===== src/rtl/display_scan_ctrl.sv =====
// display_scan_ctrl: multiplexes one BCD-to-7-segment decoder across NUM_DIGITS common-anode digits with dead time between slots; optional LEADING_ZERO_BLANK_EN blanks leading zeros
module display_scan_ctrl #(
  parameter int NUM_DIGITS = 4,
  parameter int DEAD_CYC   = 2,
  parameter int ON_CYC     = 4,
  parameter int CNT_W      = 16
) (
  input  logic                    clk,
  input  logic                    rst_n,
  input  logic [4*NUM_DIGITS-1:0] digits_in,
  input  logic                    load,
  input  logic                    disp_en,
  output logic [3:0]              dec_bcd,
  input  logic [6:0]              seg_in,
  output logic [6:0]              seg_out,
  output logic [NUM_DIGITS-1:0]   an_out,
  output logic                    frame_done
);
  localparam logic [0:0] DEAD  = 1'b0;
  localparam logic [0:0] DRIVE = 1'b1;
  localparam int IW = (NUM_DIGITS > 1) ? $clog2(NUM_DIGITS) : 1;

  logic [0:0]              state;
  logic [CNT_W-1:0]        cnt;
  logic [IW-1:0]           idx;
  logic [4*NUM_DIGITS-1:0] pending, display;
  logic                    dead_end, drive_end, wrap, blank;
  logic [3:0]              cur;

`ifdef LEADING_ZERO_BLANK_EN
  logic [NUM_DIGITS-1:0] lz;
  logic                  run;
  // lz[k] is set when digit k and every digit above it are zero; digit 0 is never blanked
  always_comb begin
    lz = '0;
    run = 1'b1;
    for (int k = NUM_DIGITS-1; k > 0; k--) begin
      run = run && (display[4*k +: 4] == 4'd0);
      lz[k] = run;
    end
  end
`endif

  // Slot timing decode and blanking of the digit currently being driven
  always_comb begin
    dead_end  = (state == DEAD)  && (cnt == CNT_W'(DEAD_CYC-1));
    drive_end = (state == DRIVE) && (cnt == CNT_W'(ON_CYC-1));
    wrap      = drive_end && (idx == IW'(NUM_DIGITS-1));
    cur       = display[4*idx +: 4];
`ifdef LEADING_ZERO_BLANK_EN
    blank     = (dec_bcd > 4'd9) || lz[idx];
`else
    blank     = dec_bcd > 4'd9;
`endif
  end

  // Scan FSM, frame-synchronous display update and registered pin outputs
  always_ff @(posedge clk) begin
    if (!rst_n) begin
      state      <= DEAD;
      cnt        <= '0;
      idx        <= '0;
      pending    <= '0;
      display    <= '0;
      dec_bcd    <= 4'd0;
      seg_out    <= 7'h7F;
      an_out     <= '1;
      frame_done <= 1'b0;
    end else begin
      frame_done <= wrap;
      if (state == DEAD) begin
        dec_bcd <= cur;
        cnt     <= dead_end ? '0 : cnt + CNT_W'(1);
        state   <= dead_end ? DRIVE : DEAD;
      end else begin
        cnt   <= drive_end ? '0 : cnt + CNT_W'(1);
        state <= drive_end ? DEAD : DRIVE;
        idx   <= drive_end ? (wrap ? '0 : idx + IW'(1)) : idx;
      end
      pending <= load ? digits_in : pending;
      display <= wrap ? (load ? digits_in : pending) : display;
      an_out  <= (state == DRIVE && disp_en) ? ~(NUM_DIGITS'(1) << idx) : '1;
      seg_out <= (state == DRIVE && disp_en && !blank) ? seg_in : 7'h7F;
    end
  end
endmodule

===== config.mk =====
export PLATFORM = sky130hd
export DESIGN_NAME = display_scan_ctrl
export DESIGN_NICKNAME = d
export VERILOG_FILES = /design/src/rtl/display_scan_ctrl.sv
export SDC_FILE = /design/constraint.sdc
export NUM_CORES = 1
export LEC_CHECK = 0
export BUFFER_PORTS_ARGS = -buffer_cell sky130_fd_sc_hd__buf_2
export CAP_MARGIN = 20
export CELL_PAD_IN_SITES_DETAIL_PLACEMENT = 0
export CELL_PAD_IN_SITES_GLOBAL_PLACEMENT = 1
export CORE_MARGIN = 2
export CORE_UTILIZATION = 43
export CTS_CLUSTER_SIZE = 40
export DETAILED_ROUTE_END_ITERATION = 10
export GPL_TIMING_DRIVEN = 0
export HOLD_SLACK_MARGIN = 0.06
export PLACE_DENSITY_LB_ADDON = 0.25
export SYNTH_ARGS = -nofsm -noshare
export SYNTH_HDL_FRONTEND = slang
export SYNTH_SLANG_ARGS = --single-unit

===== constraint.sdc =====
create_clock -name clk -period 2 [get_ports clk]
set_input_delay 0.3 -clock clk [delete_from_list [all_inputs] [get_ports clk]]
set_output_delay 0.3 -clock clk [all_outputs]
set_load 0.005 [all_outputs]

* After elaboration in Yosys (flattened, before gate mapping)
Cells that the tools add are included.
Word-level totals: bits in registers 67, input bits 27, output and inout port bits 16, logic and storage cells 36
Operators by class: add/subtract/negate cells 2, $lt $le $gt $ge 1, eq/ne operators 3, shift operators 2, muxes and demuxes 8, bitwise logic cells 2, reduce and logical (&&, ||, !) cells 9
Operators by type and width (count):
- two-way mux 16 bit | 4
- adder 16 x 1 -> 16 bit, second input constant | 1
- == test 16 x 1 -> 1 bit, second input constant | 1
- == test 16 x 2 -> 1 bit, second input constant | 1
- indexed part select 16 x 5 -> 4 bit | 1
- AND reduction 2 bit | 3
- logical AND 1 bit | 5
- greater-than comparator 4 bit, second input constant | 1
- inverter 4 bit | 1
- left shift 1 x 2 -> 4 bit, first input constant | 1
- two-way mux 1 bit | 3
- adder 2 x 1 -> 2 bit, second input constant | 1
- == test 2 bit, second input constant | 1
- two-way mux 2 bit | 1
- logical NOT 1 bit | 1
- inverter 1 bit | 1

* Depth between registers and ports, before layout
depth after elaboration 4, gate-level depth with buffers 6

* Worst setup path after synthesis
No wires, ideal clock.
kind register to register, start reg cnt[2], end reg display[0], library setup time 0.121 ns, data arrival time 1.565 ns, data required time 1.879 ns, setup slack 0.314 ns, cell stages (with the launch flop) 7, buffers on the path 2, clock period less this slack 1.686 ns, path through dfxtp_1 buf_2 nor4_2 and4_4 nand3_4 buf_6 mux2_4
Between the ends: longest elaborated chain between the ends 3
RTL lines:
- start, declared | line 24 | logic [CNT_W-1:0] cnt;
- start signal, assigned | line 73 | cnt <= dead_end ? '0 : cnt + CNT_W'(1);
- start signal, assigned | line 76 | cnt <= drive_end ? '0 : cnt + CNT_W'(1);
- == test 16 x 2 -> 1 bit | line 47 | drive_end = (state == DRIVE) && (cnt == CNT_W'(ON_CYC-1));
- logical AND 1 bit | line 47
- logical AND 1 bit | line 48 | wrap = drive_end && (idx == IW'(NUM_DIGITS-1));
- end signal, assigned | line 81 | display <= wrap ? (load ? digits_in : pending) : display;
- end, declared | line 26 | logic [4*NUM_DIGITS-1:0] pending, display;
No other way between the ends. A chain may end at the register's enable or synchronous reset.

* Worst setup path after layout
start reg cnt[3], end reg display[8]
The elaborated chain is that of the path after synthesis.

==> results.cfg <==
[critical_path]
end_kind = register
crit_type = register to register
cp.arrival_ps = 2100
worstPathCellList = nor4_2 -> and4_4 -> nand3_4 -> buf_6 -> mux2_4
startpoint_type = register
cpPeakStageDelay_ps = 420
worstReg2RegStart = cnt[3]
path_max_fanout = 10
cp.required_ps = 2220
cp_slowest_cell = nor4_2
cp-startpoint = cnt[3]

[clock_tree]
clock_path_buffers = 2
clk_pin_slew_ps = 70
cts_max_level = 3
cts_buffers = 9
ctsResizeCount = 1
postCtsSetupBuffers = 0
cts.sinks = 67
cts-root-buf = clkbuf_8
cts_tree = yes
cts.hold.buffers_added = 0
clock_latency_ps = 330

[grt]
grt_start_max_net_pins = 12
grt_pass1_vias = 1836
overflow = 0
antenna_found_initial = 0
track_usage_pct = 15.2
grt_pass1_wl_um = 8450

[finish]
synthToLayoutAreaGrowth_pct = 19.0
drive_gt1_share_pct = 29.8
instances_no_fill = 390
fin_util_pct = 53.9
final_nets = 343
n_antenna_cell = 0
fillCellCount = 566

[placed_design]
place.gp.congestion = 0.737
place_ws_ps = -82.6
dpl.hpwl_um = 3530
placement.io_buffers = 41
post-place-cells = 374

[drt]
avgRoutedWirePerCell_um = 12.6
vias = 1881
vias_per_cell = 4.82
initialDrtViolationCount = 49
ant_nets = 0
drc = 0
wl_um = 4910
first_pass_iters = 4

[die]
die-area_um2 = 6960
core_um2 = 5990
die_w_um = 83.4
die_y_um = 83.4
io_pins = 43
row_count = 28
start_util_pct = 45.3

[synthesis]
async_flop_share_pct = 0
postSynthAreaPerCell_um2 = 10.5
synth_top_area_cell = dfxtp_1
synth_ff_type = dfxtp_1
ys_ff_latch = 67
synth_top_area_share_pct = 49.5
synth_area_um2 = 2710
synth_cell_types = 30
synth_edf_count = 0
synthCells = 258
synth.most_common_cell = dfxtp_1
synthesis.nets = 291
synth_area_leaders = dfxtp_1 49%, mux2i_1 6.6%, mux2_4 5.5%
synth_seq_area_share_pct = 49.5
synthTopCellsByCount = 67 x dfxtp_1, 37 x nor2_1, 18 x mux2i_1, 17 x and2_1, 17 x nand2_1
yosysWarnings = 0

[timing]
tightestPinTransition_ps = 477
finalMaxSlewViolations = 0
rsz0062_at_grt = no
post-route-period-util_pct = 94.2
clock.fmax_ghz = 0.531
max-slew-margin-rel_pct = 68.2
period_minus_slack_ps = 1880
final.setup.tns_ps = 0
final-hold-violation-count = 0
fin_ws_ps = 116
fin_skew_ps = 9.23
setup_viol = 0

[pwr]
power_leakage_nw = 1.35
finalPower_w = 0.00276
ir_drop_uv = 481
power_density_nw_per_um2 = 855

[min_path]
hp-class = primary input to register
hp-start = seg_in[2]

[job]
maxCapViolCount = 0

[status]
status = finished, final reports clean
## registers in the layout (all words and copies together), names as in the netlist
register    cells
cnt            16
idx             2
seg_out         7
pending        16
state           1
frame_done      1
dec_bcd         4
an_out          4
display        16
## routing by layer
layer / track usage [%] / up-vias / routed length, um
met5: 0 / - / 0
met4: 7.75 / 0 / 108
met3: 3.78 / 8 / 219
met2: 21.7 / 43 / 2050
met1: 21.1 / 850 / 2540
li1: - / 980 / -
## kinds of logic (layout without fill, tap and decap cells)
family,count (synthesis),in the layout,synth area share (%)
simple gates,108,108,20.9
flops,67,67,49.5
mux,38,38,18.0
buf+inv,17,74,2.77
xor+xnor,14,14,4.52
compound gates,8,8,1.57
fa+ha+maj,6,6,2.77
## path summary, 6_finish.rpt
kind | cells past startpoint | slack (ps) | endpoint
worst max-delay path | 5 | 120 | display[8]
worst min-delay path | 2 | 150 | seg_out[2]
worst max register to register | 5 | 120 | display[8]
worst min register to register | 2 | 460 | dec_bcd[0]
## cell usage in the layout (no fill, tap or decap), drive strengths merged
cell,instances
nor2,37
clkinvlp,1
nor4,7
bufinv,1
and2,18
and3,2
inv,7
clkinv,2
xnor2,10
clkbuf,18
nand3,5
mux2,16
mux4,4
dfxtp,67
mux2i,18
nand2,17
a21oi,5
ha,6
nor3,5
o31ai,1
buf,45
and4,2
nand4,8
or2,7
o21ai,2
xor2,4
## power by group
part           switching, W  internal, W
Sequential        0.0000287      0.00138
Combinational      0.000111    0.0000814
Clock              0.000488     0.000674
## area by class of cell
type / count / area, um^2 / area share, %
Buffer: 10 / 48.8 / 1.51
Clock buffer: 12 / 165 / 5.12
Clock inverter: 4 / 47.5 / 1.47
Inverter: 7 / 26.3 / 0.814
Multi-Input combinational cell: 174 / 1300 / 40.2
Sequential cell: 67 / 1340 / 41.6
Tap cell: 75 / 93.8 / 2.91
Timing Repair Buffer: 41 / 205 / 6.36
## worst max-delay path: cells and delay by family, from the launching register on
kind | cells | cell delay (ps)
DFF | 1 | 380
muxes | 1 | 300
buffers and inverters | 1 | 200
and+or+nand+nor | 3 | 890
## through the flow
| step | hold slack, ps | instance area (um^2) |
|---|---|---|
| after detailed placement | 451 | 3010 |
| after global placement | 452 | 3010 |
| after floorplan | 407 | 2710 |
| after global routing | 134 | 3230 |
| final | 153 | 3230 |
| after CTS | 137 | 3230 |
(Power assumes the default switching activity.)
